[src/rtl/riscv_ctrl_pkg.sv]
// Shared control encodings for the multicycle RISC-V core:
// FSM state codes, opcodes and datapath mux/ALU/immediate select codes.
package riscv_ctrl_pkg;

    typedef logic [3:0] state_t;

    localparam state_t S_FETCH    = 4'd0;
    localparam state_t S_DECODE   = 4'd1;
    localparam state_t S_MEMADR   = 4'd2;
    localparam state_t S_MEMREAD  = 4'd3;
    localparam state_t S_MEMWRITE = 4'd4;
    localparam state_t S_MEMWB    = 4'd5;
    localparam state_t S_EXECR    = 4'd6;
    localparam state_t S_EXECI    = 4'd7;
    localparam state_t S_ALUWB    = 4'd8;
    localparam state_t S_BEQ      = 4'd9;
    localparam state_t S_JAL      = 4'd10;
    localparam state_t S_EXECLUI  = 4'd11;
    localparam state_t S_ILLEGAL  = 4'd12;

    localparam logic [6:0] OP_LW   = 7'b0000011;
    localparam logic [6:0] OP_SW   = 7'b0100011;
    localparam logic [6:0] OP_R    = 7'b0110011;
    localparam logic [6:0] OP_I    = 7'b0010011;
    localparam logic [6:0] OP_JAL  = 7'b1101111;
    localparam logic [6:0] OP_BEQ  = 7'b1100011;
    localparam logic [6:0] OP_LUI  = 7'b0110111;

    localparam logic [1:0] SRCA_PC    = 2'b00;
    localparam logic [1:0] SRCA_OLDPC = 2'b01;
    localparam logic [1:0] SRCA_RS1   = 2'b10;
    localparam logic [1:0] SRCA_ZERO  = 2'b11;

    localparam logic [1:0] SRCB_RS2  = 2'b00;
    localparam logic [1:0] SRCB_IMM  = 2'b01;
    localparam logic [1:0] SRCB_FOUR = 2'b10;

    localparam logic [1:0] RES_ALUOUT = 2'b00;
    localparam logic [1:0] RES_DATA   = 2'b01;
    localparam logic [1:0] RES_ALURES = 2'b10;

    localparam logic [1:0] ALU_ADD   = 2'b00;
    localparam logic [1:0] ALU_SUB   = 2'b01;
    localparam logic [1:0] ALU_FUNCT = 2'b10;

    localparam logic [2:0] IMM_I = 3'b000;
    localparam logic [2:0] IMM_S = 3'b001;
    localparam logic [2:0] IMM_B = 3'b010;
    localparam logic [2:0] IMM_J = 3'b011;
    localparam logic [2:0] IMM_U = 3'b100;

endpackage

[src/rtl/multicycle_controller_if.sv]
// Controller <-> datapath bundle: opcode/flags/mem_ready in,
// enables and mux selects out. master = controller, slave = datapath.
interface multicycle_controller_if;

    logic [6:0] opcode;
    logic       zero;
    logic       mem_ready;
    logic       pc_write;
    logic       adr_src;
    logic       ir_write;
    logic       mem_write;
    logic       reg_write;
    logic [1:0] result_src;
    logic [1:0] alu_src_a;
    logic [1:0] alu_src_b;
    logic [1:0] alu_op;
    logic [2:0] imm_src;
    logic       illegal_op;
    logic       instr_done;

    modport master (
        input  opcode, zero, mem_ready,
        output pc_write, adr_src, ir_write, mem_write, reg_write,
        output result_src, alu_src_a, alu_src_b, alu_op, imm_src,
        output illegal_op, instr_done
    );

    modport slave (
        output opcode, zero, mem_ready,
        input  pc_write, adr_src, ir_write, mem_write, reg_write,
        input  result_src, alu_src_a, alu_src_b, alu_op, imm_src,
        input  illegal_op, instr_done
    );

endinterface

[src/rtl/mc_imm_decoder.sv]
// Combinational opcode -> immediate-format select, independent of FSM state.
// Ports: opcode_i (IR[6:0]) in, imm_src_o (I/S/B/J/U code) out.
module mc_imm_decoder
    import riscv_ctrl_pkg::*;
#(
    parameter bit EN_LUI = 1'b1
) (
    input  logic [6:0] opcode_i,
    output logic [2:0] imm_src_o
);

    always_comb begin
        imm_src_o = IMM_I;
        case (opcode_i)
            OP_SW:   imm_src_o = IMM_S;
            OP_BEQ:  imm_src_o = IMM_B;
            OP_JAL:  imm_src_o = IMM_J;
            OP_LUI:  imm_src_o = EN_LUI ? IMM_U : IMM_I;
            default: imm_src_o = IMM_I;
        endcase
    end

endmodule

[src/rtl/multicycle_controller.sv]
// Multicycle RISC-V control FSM with memory wait-states and illegal trap.
// Ports: clk, rst (async, active-high), bus (controller modport).
module multicycle_controller
    import riscv_ctrl_pkg::*;
#(
    parameter bit MEM_WAIT_EN = 1'b1,
    parameter bit EN_LUI      = 1'b1,
    parameter bit TRAP_HALT   = 1'b1
) (
    input  logic                           clk,
    input  logic                           rst,
    multicycle_controller_if.master        bus
);

    state_t state_q, state_d;
    logic   rdy;
    logic   pc_update, branch;
    logic   ir_wr, mem_wr, reg_wr, done, ill;

    assign rdy = MEM_WAIT_EN ? bus.mem_ready : 1'b1;

    always_ff @(posedge clk or posedge rst) begin
        if (rst) state_q <= S_FETCH;
        else     state_q <= state_d;
    end

    mc_imm_decoder #(.EN_LUI(EN_LUI)) u_imm (
        .opcode_i  (bus.opcode),
        .imm_src_o (bus.imm_src)
    );

    always_comb begin
        state_d        = state_q;
        pc_update      = 1'b0;
        branch         = 1'b0;
        ir_wr          = 1'b0;
        mem_wr         = 1'b0;
        reg_wr         = 1'b0;
        done           = 1'b0;
        ill            = 1'b0;
        bus.adr_src    = 1'b0;
        bus.result_src = RES_ALUOUT;
        bus.alu_src_a  = SRCA_PC;
        bus.alu_src_b  = SRCB_RS2;
        bus.alu_op     = ALU_ADD;
        case (state_q)
            S_FETCH: begin
                bus.alu_src_b  = SRCB_FOUR;
                bus.result_src = RES_ALURES;
                ir_wr          = rdy;
                pc_update      = rdy;
                if (rdy) state_d = S_DECODE;
            end
            S_DECODE: begin
                bus.alu_src_a = SRCA_OLDPC;
                bus.alu_src_b = SRCB_IMM;
                case (bus.opcode)
                    OP_LW, OP_SW: state_d = S_MEMADR;
                    OP_R:         state_d = S_EXECR;
                    OP_I:         state_d = S_EXECI;
                    OP_JAL:       state_d = S_JAL;
                    OP_BEQ:       state_d = S_BEQ;
                    OP_LUI:       state_d = EN_LUI ? S_EXECLUI : S_ILLEGAL;
                    default:      state_d = S_ILLEGAL;
                endcase
            end
            S_MEMADR: begin
                bus.alu_src_a = SRCA_RS1;
                bus.alu_src_b = SRCB_IMM;
                state_d = (bus.opcode == OP_LW) ? S_MEMREAD : S_MEMWRITE;
            end
            S_MEMREAD: begin
                bus.adr_src = 1'b1;
                if (rdy) state_d = S_MEMWB;
            end
            S_MEMWRITE: begin
                bus.adr_src = 1'b1;
                mem_wr      = 1'b1;
                done        = rdy;
                if (rdy) state_d = S_FETCH;
            end
            S_MEMWB: begin
                bus.result_src = RES_DATA;
                reg_wr         = 1'b1;
                done           = 1'b1;
                state_d        = S_FETCH;
            end
            S_EXECR: begin
                bus.alu_src_a = SRCA_RS1;
                bus.alu_op    = ALU_FUNCT;
                state_d       = S_ALUWB;
            end
            S_EXECI: begin
                bus.alu_src_a = SRCA_RS1;
                bus.alu_src_b = SRCB_IMM;
                bus.alu_op    = ALU_FUNCT;
                state_d       = S_ALUWB;
            end
            S_EXECLUI: begin
                bus.alu_src_a = SRCA_ZERO;
                bus.alu_src_b = SRCB_IMM;
                state_d       = S_ALUWB;
            end
            S_ALUWB: begin
                reg_wr  = 1'b1;
                done    = 1'b1;
                state_d = S_FETCH;
            end
            S_BEQ: begin
                bus.alu_src_a = SRCA_RS1;
                bus.alu_op    = ALU_SUB;
                branch        = 1'b1;
                done          = 1'b1;
                state_d       = S_FETCH;
            end
            S_JAL: begin
                bus.alu_src_a = SRCA_OLDPC;
                bus.alu_src_b = SRCB_FOUR;
                pc_update     = 1'b1;
                state_d       = S_ALUWB;
            end
            S_ILLEGAL: begin
                ill = 1'b1;
                if (!TRAP_HALT) state_d = S_FETCH;
            end
            default: state_d = S_FETCH;
        endcase
    end

    // State is already FETCH during reset; only the strobes need masking,
    // since FETCH strobes follow mem_ready combinationally.
    assign bus.pc_write   = !rst && (pc_update || (branch && bus.zero));
    assign bus.ir_write   = !rst && ir_wr;
    assign bus.mem_write  = !rst && mem_wr;
    assign bus.reg_write  = !rst && reg_wr;
    assign bus.instr_done = !rst && done;
    assign bus.illegal_op = !rst && ill;

endmodule
[src/flat_wrapper.sv]
// flat-port wrapper written by rule: the top's interface ports become plain ports
module multicycle_controller_flat import riscv_ctrl_pkg::*;
#(
    parameter bit MEM_WAIT_EN = 1'b1,
    parameter bit EN_LUI      = 1'b1,
    parameter bit TRAP_HALT   = 1'b1
)
  (clk, rst, bus_opcode, bus_zero, bus_mem_ready, bus_pc_write, bus_adr_src, bus_ir_write, bus_mem_write, bus_reg_write, bus_result_src, bus_alu_src_a, bus_alu_src_b, bus_alu_op, bus_imm_src, bus_illegal_op, bus_instr_done);
  multicycle_controller_if bus_i ();
  input  logic clk;
  input  logic rst;
  input wire logic [$bits(bus_i.opcode)-1:0] bus_opcode;
  input wire logic [$bits(bus_i.zero)-1:0] bus_zero;
  input wire logic [$bits(bus_i.mem_ready)-1:0] bus_mem_ready;
  output wire logic [$bits(bus_i.pc_write)-1:0] bus_pc_write;
  output wire logic [$bits(bus_i.adr_src)-1:0] bus_adr_src;
  output wire logic [$bits(bus_i.ir_write)-1:0] bus_ir_write;
  output wire logic [$bits(bus_i.mem_write)-1:0] bus_mem_write;
  output wire logic [$bits(bus_i.reg_write)-1:0] bus_reg_write;
  output wire logic [$bits(bus_i.result_src)-1:0] bus_result_src;
  output wire logic [$bits(bus_i.alu_src_a)-1:0] bus_alu_src_a;
  output wire logic [$bits(bus_i.alu_src_b)-1:0] bus_alu_src_b;
  output wire logic [$bits(bus_i.alu_op)-1:0] bus_alu_op;
  output wire logic [$bits(bus_i.imm_src)-1:0] bus_imm_src;
  output wire logic [$bits(bus_i.illegal_op)-1:0] bus_illegal_op;
  output wire logic [$bits(bus_i.instr_done)-1:0] bus_instr_done;
  assign bus_i.opcode = bus_opcode;
  assign bus_i.zero = bus_zero;
  assign bus_i.mem_ready = bus_mem_ready;
  assign bus_pc_write = bus_i.pc_write;
  assign bus_adr_src = bus_i.adr_src;
  assign bus_ir_write = bus_i.ir_write;
  assign bus_mem_write = bus_i.mem_write;
  assign bus_reg_write = bus_i.reg_write;
  assign bus_result_src = bus_i.result_src;
  assign bus_alu_src_a = bus_i.alu_src_a;
  assign bus_alu_src_b = bus_i.alu_src_b;
  assign bus_alu_op = bus_i.alu_op;
  assign bus_imm_src = bus_i.imm_src;
  assign bus_illegal_op = bus_i.illegal_op;
  assign bus_instr_done = bus_i.instr_done;
  multicycle_controller #(.MEM_WAIT_EN(MEM_WAIT_EN), .EN_LUI(EN_LUI), .TRAP_HALT(TRAP_HALT)) u_core (.clk(clk), .rst(rst), .bus(bus_i));
endmodule
[config.mk]
export PLATFORM = sky130hd
export DESIGN_NAME = multicycle_controller_flat
export DESIGN_NICKNAME = d
export VERILOG_FILES = /design/src/rtl/riscv_ctrl_pkg.sv /design/src/rtl/multicycle_controller_if.sv /design/src/rtl/mc_imm_decoder.sv /design/src/rtl/multicycle_controller.sv /design/src/flat_wrapper.sv
export SDC_FILE = /design/constraint.sdc
export NUM_CORES = 1
export LEC_CHECK = 0
export CAP_MARGIN = 10
export CORE_UTILIZATION = 25
export DETAILED_ROUTE_END_ITERATION = 16
export GPL_TIMING_DRIVEN = 0
export PLACE_DENSITY_LB_ADDON = 0.08
export SLEW_MARGIN = 10
export SYNTH_ARGS = -nofsm -noshare
export SYNTH_HDL_FRONTEND = slang
export SYNTH_SLANG_ARGS = --single-unit
export TNS_END_PERCENT = 1
[constraint.sdc]
create_clock -name clk -period 2 [get_ports clk]
set_clock_uncertainty 0.1 [all_clocks]
set_input_delay 0.2 -clock clk [delete_from_list [all_inputs] [get_ports clk]]
set_output_delay 0.2 -clock clk [all_outputs]
set_load 0.03 [all_outputs]
==> results of run 1 <==
[cell families (layout without fill, tap and decap cells)]
| group | after synthesis | count (layout) |
|---|---|---|
| AOI/OAI and AO/OA | 25 | 25 |
| muxes | 1 | 1 |
| and+or+nand+nor | 54 | 54 |
| DFF | 4 | 4 |
| xor gates and xnor gates | 2 | 2 |
| buffers and inverters | 10 | 40 |
[routing by layer]
layer | vias up | wire length [um]
met5 | - | 0
met4 | 0 | 20
met3 | 4 | 113
met2 | 26 | 859
met1 | 388 | 979
li1 | 413 | -
[worst min path at each step]
stage / to / start / slack [ns]
final: u_core.state_q[3]$_DFFE_PP0P_ / rst / 0.17
after detailed placement: u_core.state_q[2]$_DFFE_PP0P_ / rst / 0.43
after floorplan: u_core.state_q[0]$_DFFE_PP0P_ / rst / -0.13
after global routing: u_core.state_q[3]$_DFFE_PP0P_ / rst / 0.18
after CTS: u_core.state_q[3]$_DFFE_PP0P_ / rst / 0.17
after global placement: u_core.state_q[3]$_DFFE_PP0P_ / rst / 0.42
[layout by cell type (no fill, tap or decap), types with 4 or more instances in the layout]
cell                              count
sky130_fd_sc_hd__a21oi_1              7
sky130_fd_sc_hd__nor3_1               5
sky130_fd_sc_hd__dlygate4sd2_1        5
sky130_fd_sc_hd__o21ai_0              4
sky130_fd_sc_hd__nand2_1              7
sky130_fd_sc_hd__clkdlybuf4s50_1     10
sky130_fd_sc_hd__clkbuf_4             4
sky130_fd_sc_hd__and3_1               6
sky130_fd_sc_hd__nor2_1              14
sky130_fd_sc_hd__nand2b_1             4
sky130_fd_sc_hd__clkdlybuf4s15_1      4
sky130_fd_sc_hd__clkdlybuf4s15_2      5
sky130_fd_sc_hd__clkbuf_2             6
[critical path, cell delays in order, from the launching register on]
cell and delay (ns):
sky130_fd_sc_hd__dfrtp_1 0.36, sky130_fd_sc_hd__buf_2 0.17, sky130_fd_sc_hd__clkbuf_2 0.21, sky130_fd_sc_hd__nor2_1 0.21, sky130_fd_sc_hd__a22oi_1 0.12, sky130_fd_sc_hd__nor2_1 0.10
sky130_fd_sc_hd__clkdlybuf4s15_2 0.30
[metrics by stage]
stage / total power, uW / setup slack [ns] / hold slack, ns
finish: 1110 / -0.000481 / 0.166
global route: 1190 / -0.118 / 0.179
CTS: 1110 / -0.212 / 0.169
detailed placement: 1040 / -0.306 / 0.428
global placement: 1050 / -0.335 / 0.418
floorplan: 729 / 0.0668 / -0.129
[where the power goes]
| part | internal (uW) | switching (uW) | leakage (uW) |
|---|---|---|---|
| Sequential | 111 | 60.1 | 0.0000510 |
| Combinational | 318 | 510 | 0.000357 |
| Clock | 67.6 | 39.2 | 0.0000138 |
[cell type report]
type / instances / share of cell area [%]
Buffer: 6 / 3.58
Clock buffer: 3 / 2.30
Inverter: 3 / 1.15
Multi-Input combinational cell: 82 / 52.2
Sequential cell: 4 / 10.3
Tap cell: 30 / 3.83
Timing Repair Buffer: 28 / 26.6
[what timing repair did]
item                                    CTS  global route
endpoints found under the setup margin   18            13
pin swaps                                 0             0
resized for setup                        36            15
==> results.txt, run 1 <==
At the worst endpoint, the arrival time is 1.70 ns. In this run the critical register-to-register path is launched from u_core.state_q[0]$_DFFE_PP0P_. For the largest buffer count on any clock path, the log shows 2. The logs give 3.35 mm for the first-pass GRT wire length and 2.90% for the global-route track usage on met3. In this run, synthesis produced a sequential element count of 4.

The most instantiated flip-flop cell in the synthesis netlist is sky130_fd_sc_hd__dfrtp_1. The weighted congestion reported at the end of routability-driven placement is 0.789, and the number of violations of the max-capacitance limit is 0. The logs give 0.58 ns for the worst setup slack for register-to-register paths and 16.1% for the total routing usage reported by global routing. The run gives 2450 um^2 as the placeable core region.

Using the TritonRoute via totals, the vias-per-cell ratio works out to 5.33. Setup repair after global routing could not meet its margin everywhere. The die covers 2790 um^2. After the first detailed-routing iteration, the DRC count stood at 10. met2 is the most crowded layer. The initial antenna violation count is 0, and the required time reported for the critical path endpoint is 1.70 ns. The critical path launch point type was a flip-flop. TritonCTS built the clock tree. The synthesized netlist devotes 26.0% of its cell area to compound gates. The first TritonRoute pass finished after 4 iterations. The run gives 154 as the number of placed instances, taps included. sky130_fd_sc_hd__nor2_1 is the most common cell in the netlist. The count of nets left with antenna violations once routing finished came out at 0.

For the max-slew violation total from the final report, the log shows 0. sky130_fd_sc_hd__dfrtp_1 takes more of the synthesized area than any other cell. The average instance area after synthesis was 6.73 um^2. The run gives 3 as the number of buffers created by CTS. The register clock-pin slew on the reported worst setup and hold paths is 0.04 ns, and the post-CTS setup-driven buffer insertion count is 0.

Across the VDD grid, the largest voltage drop is 0.000701 V. The register with the most flip-flops in the layout has 4 of them. The number of global-route vias before repair is 754, and the setup TNS after final layout is -0.000481 ns. Detailed placement ended at an HPWL of 1.49 mm. The flow ran to the end, but the final reports show violations. The number of different library cells in the post-synthesis netlist is 37.

In this run the worst setup path begins at u_core.state_q[1]$_DFFE_PP0P_. Dividing the detail-routed wire length by the instance count gives 12.6 um. The die outline width was 52.8 um. The footprint of the multi-input gates was 512 um^2. By area the synthesized netlist is led by sky130_fd_sc_hd__dfrtp_1 (16%), sky130_fd_sc_hd__nor2_1 (8.1%), sky130_fd_sc_hd__and3_1 (5.8%). The final setup violation count was 1; the count of buffers from port buffering was 28.

The number of cells on the worst reg-to-reg path is 4. Of the total synthesized cell area, the portion taken by full adders, half adders and majority gates is 0%. The number of nets produced by synthesis was 107; the final clock period utilization by the worst path was 100%. Counting the fill cells in the layout gives 277. The highest fanout seen on the critical path is 10, and the row count is 18. u_core.state_q holds more flip-flops than any other register. In the routed design, unresolved DRC markers number 0. The sum of overflow across all layers after global routing is 0, and the async set-reset flop share out of synthesis is 100%.

The run gives 96 as the post-synthesis instance total. By area, the combinational part of the netlist is dominated by simple AND/OR/NAND/NOR gates. The share of synthesized cell area in and, or, nand and nor gates was 47.7%.

The yosys synthesis warning count was 0. The tools report the leakage power as 0.000422 uW. The tools report the count of hold buffers inserted by post-cts repair as 0. The largest registers in the layout are u_core.state_q x4. CTS placed an instance of sky130_fd_sc_hd__clkbuf_4 at the clock tree root. The relative slew slack was 78.6%; the final instance area was 980 um^2. The finished layout holds 156 standard cells, fillers aside. The post-detailed-placement cell area was 970 um^2. For this design the ratio of total power to cell area is 1130 nW/um^2. The final route contains 831 vias. Fraction of synthesized area in multiplexers: 1.55%. For this configuration, the core starts out at a cell density of 26.3%.

The tools report the termination of the worst setup path as bus_adr_src. The actual transition at the worst max-transition pin works out to 0.318 ns. The clock network latency to the later pin of the worst-skew pair was 0.24 ns; the number of enable flip-flop cells after synthesis was 0. The routed design could run at a clock period as short as 2.00 ns. 29 I/O pins were placed. Number of diodes added for antenna fixing: 0.

STA classifies the critical path endpoint as an output port. Of the total synthesized cell area, the portion taken by XOR and XNOR cells is 2.71%. The area growth from synthesis to final layout was 51.7%; the post-synthesis sequential area ratio was 15.5%. The path class of the tightest hold or removal check is input pin to asynchronous set/reset pin. The tools report the number of sinks handled by clock tree synthesis as 4. Derived from the worst setup path, the maximum achievable clock frequency is 500 MHz. The run gives 1 as the H-tree level count. The tools report the final wirelength as 1.97 mm. The met2 track demand over resource was 23.6%. The run gives 39.9% as the share of the core filled with cells in the final layout.

The area of the mapped netlist was 646 um^2. After synthesis, the most frequently instantiated cells are sky130_fd_sc_hd__nor2_1 (14), sky130_fd_sc_hd__a21oi_1 (7), sky130_fd_sc_hd__nand2_1 (7). The capture instance of the worst register-to-register path was u_core.state_q[1]$_DFFE_PP0P_. The classification of the worst setup path was flip-flop to output port.

The tools report the number of failing hold endpoints at the final stage as 0. The largest net degree at the start of global routing is 11. The final reports fail on negative setup slack. In this run the biggest area consumer among cell types represents 15.5% of the synthesized area. The sequential cells in the finished layout cover a total of 101 um^2. The height of the die is 52.8 um, and the global-route met1 utilization is 22.8%.

Of the cells placed in the final design, the portion with a size suffix greater than 1 is 21.4%. The worst path setup slack after routing is -0.000481 ns. After the last flow step, the layout net total stands at 139.
(Power assumes the default switching activity.)
==> run 2: changes to the inputs <==
Settings changed: CORE_MARGIN from default to 4.
==> run 2 against run 1 <==
Against the previous run:
- sequential power shrank 4%
- global-route usage shrank 4.0 points
- core utilization shrank 0.16 points
- routed wire length shrank 1.3%
- via count shrank 4.0%
- largest power group unchanged
- cell area grew 0.51%
- the flow now finishes without violations
==> results.txt, run 2 (synthesis gave the netlist of run 1 again) <==
The flow ran to the end, and the final reports show no timing, DRC or antenna violations. The tools report the endpoint kind of the worst setup timing path as an output port. Counting tap cells, the placed design contains a total of 154 instances. The tools report the max-slew violation total from the final report as 0.

The number of primary I/O pins was 29; the height of the die was 58.8 um. Clock network latency to the later pin of the worst-skew pair: 0.23 ns. The tools report the number of failing hold endpoints at the final stage as 0.

Clock tree synthesis selected as its root buffer the cell sky130_fd_sc_hd__clkbuf_4. In the layout the commonest cells are sky130_fd_sc_hd__nor2_1 (14), sky130_fd_sc_hd__clkdlybuf4s50_1 (10), sky130_fd_sc_hd__nand2_1 (7), sky130_fd_sc_hd__a21oi_1 (7), sky130_fd_sc_hd__and3_1 (6). Routability-driven placement finished with a final weighted congestion of 0.754. After detailed routing, the number of vias per cell comes to 5.12. Setup violations remaining at the end of the flow were counted as 0. The tools report the full die area as 3460 um^2. Entering global routing, the biggest net connects 11 pins. The number of diodes added for antenna fixing was 0; the count of buffers from port buffering was 28. The tool flagged a number of max-cap violations equal to 0. Setup repair after global routing could not meet its margin everywhere. The logs give 0.000451 V for the maximum vdd drop and 4 for the number of search-and-repair iterations in the first detailed-routing pass.

Register clock-pin slew on the reported worst setup and hold paths: 0.04 ns. TritonCTS built the clock tree. In the final design database the tool counted 139 nets. Die outline width: 58.8 um.

The register with the highest flop count is u_core.state_q. The number of sinks handled by clock tree synthesis was 4. The routed design has 1.95 mm of wire.

At the pin with the least slew margin, the transition time is 0.320 ns. The total DRC errors in the routed layout was 0; the depth of the worst register-to-register path was 4. The run gives 40 as the number of gates resized after cts. The relative slew slack was 78.5%. For this run, the top clock speed supported by timing is 512 MHz. The initial antenna violation count came out at 0.

The number of global-route vias before repair is 766, and the fraction of layout instances using a drive strength above 1 is 19.8%. The tools report the H-tree level count as 1. For this block, the initial DRC count from the detailed router was 15.

The initial utilization of the core area, before any placement, comes to 26.1%. Power spread over the standard cell area amounts to 1100 nW/um^2. After floorplanning, the core was sized to cover 2480 um^2. Summing over every cut layer, the via total after detailed routing is 798.

The final antenna-violating net count was 0; the first-pass GRT wire length was 3.38 mm. The floorplan has 18 rows. The clock period could shrink to 1.95 ns. The area growth from synthesis to final layout works out to 52.5%.

Leaving out filler cells and counting taps, the final layout contains 156. For this run the aggregate overflow at the end of global routing stands at 0. Data arrives at the worst endpoint at 1.65 ns. Leaving out fill and tap cells, the most frequent cell in the layout is sky130_fd_sc_hd__nor2_1.

The capture instance of the worst register-to-register path was u_core.state_q[1]$_DFFE_PP0P_. The final HPWL from detailed placement is 1.58 mm. The run gives 0.61 ns as the worst setup slack for register-to-register paths.

The number of buffers created by CTS came out at 3. The path class of the lowest-slack min-delay path was input pin to asynchronous set/reset pin. The share of the core filled with cells in the final layout came out at 39.7%. The largest registers in the layout are u_core.state_q x4. The clock passes through at most 2 buffers. The run gives 0 as the count of hold buffers inserted by post-cts repair.

Dividing the detail-routed wire length by the instance count gives 12.5 um. The classification of the worst setup path was flip-flop to output port. The final clock period utilization by the worst path was 97.7%; the post-CTS setup-driven buffer insertion count was 0. Critical path launch point type: a flip-flop. The run gives 1.70 ns as the required time reported for the critical path endpoint. The startpoint identified for the worst register-to-register timing path is u_core.state_q[1]$_DFFE_PP0P_.

Global routing consumed, over all layers together, 12.0% of the routing resources. The highest fanout seen on the critical path works out to 10. The leakage power was 0.000422 uW. The number of flip-flops under the largest register name came out at 4.
run 2: final cells by class:
cell class	count	area, um^2
Multi-Input combinational cell	82	512
Clock buffer	3	22.5
Buffer	6	35.0
Timing Repair Buffer	28	265
Sequential cell	4	101
Tap cell	30	37.5
Inverter	3	11.3
Fill cell	286	1490
run 2: stage by stage:
step | setup TNS [ns] | instance area (um^2) | setup WS, ns | total power (uW) | hold slack (ns)
finish | 0 | 985 | 0.0459 | 1080 | 0.161
global route | -0.319 | 985 | -0.0930 | 1190 | 0.184
CTS | -0.0605 | 985 | -0.0594 | 1090 | 0.161
detailed placement | -2.70 | 970 | -0.297 | 1040 | 0.412
global placement | -2.61 | 970 | -0.290 | 1040 | 0.412
floorplan | 0 | 652 | 0.0668 | 729 | -0.129
run 2: worst max-delay path by stage:
stage | from | end | slack, ns | cells past startpoint
3_5_place_dp | u_core.state_q[0]$_DFFE_PP0P_ | bus_alu_src_b[0] | -0.30 | 6
5_1_grt | u_core.state_q[1]$_DFFE_PP0P_ | bus_adr_src | -0.09 | 6
4_1_cts | u_core.state_q[0]$_DFFE_PP0P_ | bus_alu_src_b[0] | -0.06 | 6
6_report | u_core.state_q[1]$_DFFE_PP0P_ | bus_adr_src | 0.05 | 6
2_1_floorplan | u_core.state_q[0]$_DFFE_PP0P_ | bus_pc_write | 0.07 | 3
3_3_place_gp | u_core.state_q[0]$_DFFE_PP0P_ | bus_alu_src_b[0] | -0.29 | 6
run 2: critical path: stages (launching register included):
cell	delay, ns
sky130_fd_sc_hd__dfrtp_1	0.34
sky130_fd_sc_hd__buf_2	0.17
sky130_fd_sc_hd__clkbuf_2	0.21
sky130_fd_sc_hd__nor2_1	0.20
sky130_fd_sc_hd__a22oi_1	0.12
sky130_fd_sc_hd__nor2_1	0.09
sky130_fd_sc_hd__clkdlybuf4s15_2	0.30
run 2: report_power, final:
part           total (uW)  internal (uW)  switching, uW
Sequential            165            112           53.9
Combinational         818            313            505
Clock                98.5           67.0           31.5
run 2: metal layers:
layer | track usage (%) | vias to the layer above | part of all wire, %
met5 | 0 | - | 0
met3 | 3.07 | 0 | 5.1
met4 | 0.971 | 0 | 0
li1 | - | 416 | -
met1 | 15.1 | 361 | 48
met2 | 21.5 | 21 | 47
==> run 3: changes to the inputs <==
Settings changed: TNS_END_PERCENT 1 to default.
==> run 3 against run 2 <==
Against the previous run:
- global-route usage unchanged
- power up 0.82%
- fmax up 2.2%
- sequential share of layout area unchanged
- hold slack better by 0.020 ns
- largest cell class unchanged
- sequential cell count unchanged
- via count up 2.0%
- non-clock buffer count unchanged
- highest routed layer unchanged
==> results.txt, run 3 (synthesis gave the netlist of run 1 again) <==
After detailed routing, the number of vias per cell comes to 5.22. The initial antenna violation count was 0; the number of flip-flops under the largest register name was 4. The critical path is of the flip-flop to output port type.

The clock period could shrink to 1.91 ns. For this design the static power due to leakage is 0.000423 uW. The tools report the total routing usage reported by global routing as 12.0%.

TritonCTS built the clock tree. Setup violations remaining at the end of the flow were counted as 0. The path class of the tightest hold or removal check is input pin to asynchronous set/reset pin.

The largest incremental delay on the critical path was 0.47 ns; the footprint of the multi-input gates was 519 um^2. The floorplan step set the die width to 58.8 um. Counting the fill cells in the layout gives 285. The logs give 2 for the largest buffer count on any clock path and 11 for the largest net degree at the start of global routing.

The capture instance of the worst register-to-register path was u_core.state_q[1]$_DFFE_PP0P_. For this run, design rule violations remaining after detail routing come to 0. In this run, post-CTS hold repair placed 0 buffers. The floorplan step defined a die boundary enclosing 3460 um^2. The number of failing hold endpoints at the final stage was 0. Wires add up to 1.97 mm.

The actual transition at the worst max-transition pin came out at 0.317 ns. Leaving out fill and tap cells, the most frequent cells in the layout are sky130_fd_sc_hd__nor2_1 (13), sky130_fd_sc_hd__clkdlybuf4s50_1 (10), sky130_fd_sc_hd__nand2_1 (7), sky130_fd_sc_hd__a21oi_1 (7), sky130_fd_sc_hd__and3_1 (6). The launching instance or port of the critical path was u_core.state_q[2]$_DFFE_PP0P_. The tree built by TritonCTS fans out to 4 sinks. The number of clock buffers added by TritonCTS is 3. The number of setup buffers added after CTS is 0.

The critical path goes through clkbuf_2 > nor4_2 > clkdlybuf4s15_1. The violation count after the first detailed-routing iteration is 20. The tools report the number of diodes added for antenna fixing as 0. The highest fanout seen on the critical path came out at 10.

Once detail routing completed, the nets flagged for antenna violations numbered 0. The run finished with clean final reports. Dividing the final minimum period by the clock period gives 95.6%. Across the run, the number of max-cap violations was 0. The floorplan step defined a core boundary enclosing 2480 um^2. Before antenna repair, the detailed router went through 4 iterations. The row count is 18. Termination of the worst setup path: bus_result_src[1].

The final layout contains 139 nets. Clock network latency to the later pin of the worst-skew pair: 0.24 ns. Setup slack closes at 0.0875 ns. Standard cell with the maximum stage delay on the critical path: sky130_fd_sc_hd__dfrtp_1. STA classifies the critical path startpoint as a flip-flop.

Setup repair after global routing left no endpoint under its margin. Final HPWL from detailed placement: 1.58 mm. Routability-driven placement finished with a final weighted congestion of 0.754. The highest achievable clock rate is 523 MHz, and the max-slew violation total from the final report is 0. Across the VDD grid, the largest voltage drop is 0.000446 V. Counting cells, the worst reg-to-reg path comes to 4. Timing analysis after detailed placement gives a worst setup slack of -0.297 ns.

The logs give 1 for the H-tree level count and 3.38 mm for the first-pass GRT wire length. The largest registers in the layout are u_core.state_q x4. Number of global-route vias before repair: 766. In this run the critical register-to-register path is launched from u_core.state_q[1]$_DFFE_PP0P_. Cells fill 39.7% of the core in the end.

For the sum of overflow across all layers after global routing, the log shows 0. The worst setup path is captured at an output port. The register with the most flip-flops in the final layout is u_core.state_q. From synthesis to final layout, the design area changed by 52.5%. Leaving out fill and tap cells, the most frequent cell in the layout is sky130_fd_sc_hd__nor2_1.

The tools report the starting density of the core as 26.1%. STA puts the critical path data required time at 1.70 ns. Clock-pin slew was measured on the worst setup and hold paths at 0.04 ns.

Clock tree synthesis selected as its root buffer the cell sky130_fd_sc_hd__clkbuf_4. For this design the ratio of total power to cell area is 1110 nW/um^2. Port buffering added 28 buffers. Across all register-to-register paths, the minimum setup slack is 0.61 ns. The fraction of layout instances using a drive strength above 1 is 23.8%, and the overall power is 1090 uW. For the overall via count from detail_route, the log shows 814. Registers take 101 um^2.

During I/O placement, the number of pins put on the boundary was 29. STA puts the critical path data arrival time at 1.61 ns. The height of the die was 58.8 um.

In the final routed layout, each cell accounts on average for 12.6 um. The relative slew slack is 78.7%.
==> run 3: final cells by class <==
type | instances | area share, %
Buffer | 6 | 3.81
Clock buffer | 3 | 2.29
Inverter | 3 | 1.14
Multi-Input combinational cell | 82 | 52.7
Sequential cell | 4 | 10.3
Tap cell | 30 | 3.81
Timing Repair Buffer | 28 | 25.9
==> run 3: worst min-delay path by stage <==
stage | startpoint | to
5_1_grt | rst | u_core.state_q[2]$_DFFE_PP0P_
3_3_place_gp | rst | u_core.state_q[3]$_DFFE_PP0P_
6_report | rst | u_core.state_q[2]$_DFFE_PP0P_
3_5_place_dp | rst | u_core.state_q[3]$_DFFE_PP0P_
2_1_floorplan | rst | u_core.state_q[0]$_DFFE_PP0P_
4_1_cts | rst | u_core.state_q[2]$_DFFE_PP0P_
==> run 3: repair_timing <==
item / 4_1_cts / 5_1_grt
setup endpoints to repair: 18 / 14
endpoints found under the hold margin: 0 / 0
gates resized for setup: 42 / 22
==> run 3: where the power goes <==
part / internal (uW) / leakage [uW] / switching [uW]
logic: 313 / 0.000358 / 511
registers: 111 / 0.0000510 / 55.4
clock network: 67.1 / 0.0000138 / 33.0
==> run 3: critical path: cells and delay by family (launching register included) <==
family	cells	cell delay (ns)
AND/OR/NAND/NOR	1	0.27
buffers and inverters	2	0.63
flip-flops	1	0.47
==> run 3: per-layer routing <==
metal / vias up / share of wire [%] / track usage [%] / wire length, um
met2: 29 / 48 / 21.5 / 938
met1: 372 / 46 / 15.1 / 899
li1: 413 / - / - / -
met3: 0 / 6.7 / 3.07 / 131
met4: 0 / 0 / 0.971 / 0
met5: - / 0 / 0 / 0
==> run 3: metrics by stage <==
step | instance area (um^2) | hold WS [ns] | std cells | setup TNS (ns)
global route | 985 | 0.201 | 156 | 0
CTS | 986 | 0.161 | 156 | -0.0594
floorplan | 652 | -0.129 | 96 | 0
global placement | 970 | 0.412 | 154 | -2.61
finish | 985 | 0.181 | 156 | 0
detailed placement | 970 | 0.412 | 154 | -2.70
